**config.mk**
```make
export PLATFORM = sky130hd
export DESIGN_NAME = dsp_mac_sequencer
export DESIGN_NICKNAME = d
export VERILOG_FILES = /design/src/rtl/dsp_pkg.sv /design/src/rtl/dsp_opmode_pipe.sv /design/src/rtl/dsp_mac_sequencer.sv
export SDC_FILE = /design/constraint.sdc
export NUM_CORES = 1
export LEC_CHECK = 0
export CAP_MARGIN = 20
export CORE_ASPECT_RATIO = 2
export CORE_MARGIN = 3
export CORE_UTILIZATION = 44
export DETAILED_ROUTE_END_ITERATION = 12
export PLACE_DENSITY = 0.86
export SYNTH_ARGS = -nofsm -noshare
export SYNTH_HDL_FRONTEND = slang
export SYNTH_HIERARCHICAL = 1
export SYNTH_SLANG_ARGS = --single-unit
```
**constraint.sdc**
```tcl
create_clock -name CLK -period 5.3 [get_ports CLK]
set_clock_uncertainty 0.05 [all_clocks]
set_input_delay 1.325 -clock CLK [delete_from_list [all_inputs] [get_ports CLK]]
set_output_delay 1.325 -clock CLK [all_outputs]
set_load 0.1 [all_outputs]
```
**src/rtl/dsp_pkg.sv**
```systemverilog
// Shared OPMODE encodings and FSM state type for the DSP48A1 MAC sequencer.
package dsp_pkg;

    localparam int OPM_X_LSB = 0;
    localparam int OPM_Z_LSB = 2;
    localparam int OPM_FIELD_W = 2;

    localparam logic [1:0] OPM_X_ZERO = 2'b00;
    localparam logic [1:0] OPM_X_M    = 2'b01;
    localparam logic [1:0] OPM_Z_ZERO = 2'b00;
    localparam logic [1:0] OPM_Z_P    = 2'b10;

    function automatic logic [7:0] opm_code(input logic [1:0] z, input logic [1:0] x);
        logic [7:0] code;
        code = 8'h00;
        code[OPM_X_LSB +: OPM_FIELD_W] = x;
        code[OPM_Z_LSB +: OPM_FIELD_W] = z;
        return code;
    endfunction

    localparam logic [7:0] OPM_FIRST = opm_code(OPM_Z_ZERO, OPM_X_M);
    localparam logic [7:0] OPM_ACC   = opm_code(OPM_Z_P, OPM_X_M);
    localparam logic [7:0] OPM_HOLD  = opm_code(OPM_Z_P, OPM_X_ZERO);

    typedef enum logic [1:0] {
        ST_IDLE  = 2'd0,
        ST_ACCUM = 2'd1,
        ST_FLUSH = 2'd2,
        ST_HOLD  = 2'd3
    } state_t;

endpackage

```
**src/rtl/dsp_opmode_pipe.sv**
```systemverilog
// Register pipe that delays the issued OPMODE so it meets M at the slice post-adder.
module dsp_opmode_pipe
    import dsp_pkg::*;
#(
    parameter int DEPTH = 1
) (
    input  logic       clk,
    input  logic       rst_n,
    input  logic [7:0] din,
    output logic [7:0] dout
);

    logic [7:0] stage [DEPTH];

    // Reset loads HOLD so beats in flight cannot touch P afterwards.
    always_ff @(posedge clk or negedge rst_n) begin
        if (!rst_n) begin
            for (int i = 0; i < DEPTH; i++) begin
                stage[i] <= OPM_HOLD;
            end
        end else begin
            stage[0] <= din;
            for (int i = 1; i < DEPTH; i++) begin
                stage[i] <= stage[i-1];
            end
        end
    end

    assign dout = stage[DEPTH-1];

endmodule

```
**src/rtl/dsp_mac_sequencer.sv**
```systemverilog
// Streaming dot-product controller driving a DSP48A1 slice as a P = P + A*B accumulator.
module dsp_mac_sequencer
    import dsp_pkg::*;
#(
    parameter int A_W     = 18,
    parameter int B_W     = 18,
    parameter int P_W     = 48,
    parameter int LEN_W   = 16,
    parameter int LAT     = 3,
    parameter int OPM_DLY = 1
) (
    input  logic             CLK,
    input  logic             RST_N,
    input  logic             s_valid,
    output logic             s_ready,
    input  logic [A_W-1:0]   s_a,
    input  logic [B_W-1:0]   s_b,
    input  logic             s_last,
    output logic             m_valid,
    input  logic             m_ready,
    output logic [P_W-1:0]   m_data,
    output logic [LEN_W-1:0] m_count,
    output logic [A_W-1:0]   dsp_a,
    output logic [B_W-1:0]   dsp_b,
    output logic [7:0]       dsp_opmode,
    input  logic [P_W-1:0]   dsp_p
);

    localparam int FCNT_W = (LAT > 1) ? $clog2(LAT) : 1;

    // Handshakes: a transfer happens in any cycle where valid && ready are both
    // high at the rising edge; ready never depends on valid on either channel.

    state_t             state;
    state_t             state_nxt;
    logic               take;
    logic [7:0]         opm_issue;
    logic [LEN_W-1:0]   count;
    logic [FCNT_W-1:0]  fcnt;
    logic               flush_done;

    assign dsp_a      = s_a;
    assign dsp_b      = s_b;
    assign s_ready    = (state == ST_IDLE) || (state == ST_ACCUM);
    assign take       = s_valid && s_ready;
    assign flush_done = (state == ST_FLUSH) && (fcnt == '0);

    // First beat of a vector uses Z = 0 so stale P never leaks into a result.
    always_comb begin
        opm_issue = OPM_HOLD;
        if (take) begin
            opm_issue = (state == ST_IDLE) ? OPM_FIRST : OPM_ACC;
        end
    end

    always_comb begin
        state_nxt = state;
        case (state)
            ST_IDLE: begin
                if (take) begin
                    state_nxt = s_last ? ST_FLUSH : ST_ACCUM;
                end
            end
            ST_ACCUM: begin
                if (take && s_last) begin
                    state_nxt = ST_FLUSH;
                end
            end
            ST_FLUSH: begin
                if (fcnt == '0) begin
                    state_nxt = ST_HOLD;
                end
            end
            ST_HOLD: begin
                if (m_valid && m_ready) begin
                    state_nxt = ST_IDLE;
                end
            end
            default: state_nxt = ST_IDLE;
        endcase
    end

    always_ff @(posedge CLK or negedge RST_N) begin
        if (!RST_N) begin
            state <= ST_IDLE;
        end else begin
            state <= state_nxt;
        end
    end

    // Beat counter saturates; accumulation in the slice carries on regardless.
    always_ff @(posedge CLK or negedge RST_N) begin
        if (!RST_N) begin
            count <= '0;
        end else if (take) begin
            if (state == ST_IDLE) begin
                count <= LEN_W'(1);
            end else if (count != {LEN_W{1'b1}}) begin
                count <= count + LEN_W'(1);
            end
        end
    end

    // Flush counter covers the slice latency from the last beat to a settled P.
    always_ff @(posedge CLK or negedge RST_N) begin
        if (!RST_N) begin
            fcnt <= '0;
        end else if (take && s_last) begin
            fcnt <= FCNT_W'(LAT - 1);
        end else if ((state == ST_FLUSH) && (fcnt != '0)) begin
            fcnt <= fcnt - FCNT_W'(1);
        end
    end

    always_ff @(posedge CLK or negedge RST_N) begin
        if (!RST_N) begin
            m_valid <= 1'b0;
            m_data  <= '0;
            m_count <= '0;
        end else if (flush_done) begin
            m_valid <= 1'b1;
            m_data  <= dsp_p;
            m_count <= count;
        end else if (m_valid && m_ready) begin
            m_valid <= 1'b0;
        end
    end

    dsp_opmode_pipe #(
        .DEPTH(OPM_DLY)
    ) u_opm_pipe (
        .clk   (CLK),
        .rst_n (RST_N),
        .din   (opm_issue),
        .dout  (dsp_opmode)
    );

endmodule

```
==> flow_summary_export.csv <==
group,metric,value,unit
floorplanning,ioPinCount,199,
worst_setup_path,worstPathRequired,3920,ps
sta,setup_ws,1386,ps
sta,min_period,3914,ps
clock_network,root_buffer,"clkbuf_16",
yosys,synth_top_area_cell,"dfrtp_1",
global_routing,antenna_found_initial,0,
sta,finalSetupViolCount,0,
clock_network,post_cts_buffers,0,
yosys,synth-warning-count,6,
route,drt-total-wl,9336,um
place,dpl_cell_area,0.005259,mm^2
global_routing,grt_max_degree,54,
floorplanning,die-area,0.01071,mm^2
clock_network,cts_hold_buf,0,
clock_network,cts_buffers,9,
yosys,yosysUniqueCellTypes,46,
hold_path,hold_depth,1,
floorplanning,coreArea,0.009074,mm^2
flow_run,maxCapViolCount,0,
route,vias_per_cell,5.372,
route,wl_per_cell,18.20,um
final_layout,final_area,0.005537,mm^2
hold_path,hold_path.class,"flop to flop",
route,dr.pass1.iters,5,
yosys,synth_area_per_cell,13.44,um^2
sta,setup_tns,0,ps
route,vias,2756,
worst_setup_path,worst_setup_path_start_kind,"flop",
clock_network,cts_resized,0,
yosys,synthFlopType,"dfrtp_1",
yosys,syn_inst,309,
clock_network,clock_latency,330,ps
sta,rsz0062_at_grt,"no",
yosys,synth.top_cell.area_share,0.5544,
clock_network,h-tree-depth,3,
route,drt_iter0_markers,101,
yosys,synth-edff-count,0,
sta,period_share,0.7386,
place,place_ws,1753,ps
floorplanning,num_rows,49,
yosys,synth_area_leaders,"dfrtp_1 55%, mux2_2 16%, buf_4 6.5%",
status,run_status,"finished, final reports clean",
place,hpwl,7026,um
floorplanning,initial_core_util,0.4577,
clock_network,cts.sinks,93,
final_layout,syn2layout_area_growth,33.32,%
sta,report.final.hold_viol_count,0,
global_routing,grt_usage,0.1864,
yosys,ys_seq_elements,93,
worst_setup_path,reg2reg_depth,5,
worst_setup_path,worstSetupPathType,"flop to output pin",
sta,max_clock_freq,255.5,MHz
final_layout,final_common_cell,"clkdlybuf4s50_1",
floorplanning,die_y,143.4,um
final_layout,fin_nets,502,
clock_network,ctsLongestPathBuffers,2,
global_routing,overflow,0,
yosys,async_flop_share,1.000,
floorplanning,die_width,74.70,um
worst_setup_path,end_kind,"output pin",
global_routing,grt_first_pass_wirelength,14900,um
yosys,ys_seq_area_frac,0.5607,
sta,tightest_slew,1023,ps
clock_network,cts_tree,"yes",
yosys,synth_area,0.004153,mm^2
final_layout,final_cell_mix,"125 x clkdlybuf4s50_1, 92 x dfrtp_1, 59 x mux2_2, 9 x clkbuf_16",
final_layout,drive_gt1_frac,0.2190,
place,place.gp.congestion,0.8685,
final_layout,final_cells,513,
clock_network,clk_pin_slew,60,ps
sta,slew_headroom,0.3160,
worst_setup_path,crit_fanout,8,
sta,finalMaxSlewViolations,0,
final_layout,antennaDiodeCount,0,
worst_setup_path,arrival,2540,ps
place,port_buffers,126,
route,drc,0,
place,place_inst,497,
route,ant_nets,0,
global_routing,grt_pass1_vias,2973,
==> path summary, 6_finish.rpt <==
kind	from	endpoint	slack, ps
setup / recovery	state[0]	s_ready	1390
hold / removal	m_data[26]	m_data[26]	440
setup reg to reg	state[0]	m_data[5]	2970
hold reg to reg	m_data[26]	m_data[26]	440
max in group asynchronous	RST_N	fcnt[1]	3230
min in group asynchronous	RST_N	u_opm_pipe/dout[5]	910
==> layout make-up <==
cell class / count / area (um^2)
Fill cell: 723 / 3537
Sequential cell: 93 / 2328
Multi-Input combinational cell: 165 / 1495
Timing Repair Buffer: 128 / 1274
Clock buffer: 10 / 239.0
Tap cell: 102 / 127.6
Clock inverter: 6 / 38.79
Inverter: 9 / 33.78
==> Yosys cell counts, types with 4 or more instances <==
library cell,count
dfrtp_1,92
mux2_2,59
buf_4,36
inv_1,8
nand2_1,8
nand3_1,8
clkbuf_1,7
ha_1,7
o211ai_1,7
o31ai_1,7
mux2_1,6
nand4_1,6
nor2_1,5
buf_2,4
nor3_1,4
o22a_1,4
==> per-stage QoR <==
step / hold slack, ps / utilization
CTS: 443.7 / 0.6102
global route: 469.7 / 0.6102
finish: 435.1 / 0.6102
floorplan: 454.9 / -
detailed placement: 429.9 / 0.5796
global placement: 422.8 / 0.5796
==> per-layer routing <==
metal / vias to the layer above / global-route usage / wire length [um]
met5: - / 0 / 0
met4: 0 / 0.09756 / 337
met3: 39 / 0.04062 / 439
met2: 90 / 0.3452 / 5467
met1: 1364 / 0.1854 / 3091
li1: 1263 / - / -
==> critical path, cell delays in order (launching register included) <==
cell and delay, ps:
dfrtp_1 420, inv_1 120, ha_1 360, or2_2 180, clkdlybuf4s50_1 1120
==> registers in the layout (all words and copies together), names as in the netlist <==
name,count
m_data,48
count,16
m_valid,1
u_opm_pipe/dout,8
fcnt,2
m_count,16
state,2
==> cell families (layout without fill, tap and decap cells) <==
family                   Yosys count  in the layout  synth area share
AND/OR/NAND/NOR                   43             43           0.06207
buffers and inverters             56            153           0.08436
AO/OA/AOI/OAI                     40             40           0.08527
flip-flops                        93             93            0.5607
adder cells (fa/ha/maj)            7              7           0.02109
other                              1              6         0.0009030
multiplexers                      68             68            0.1835
XOR/XNOR                           1              1          0.002109
Power is not shown: default switching activity piles up to over one toggle a cycle in this logic, so the estimate is an artifact.
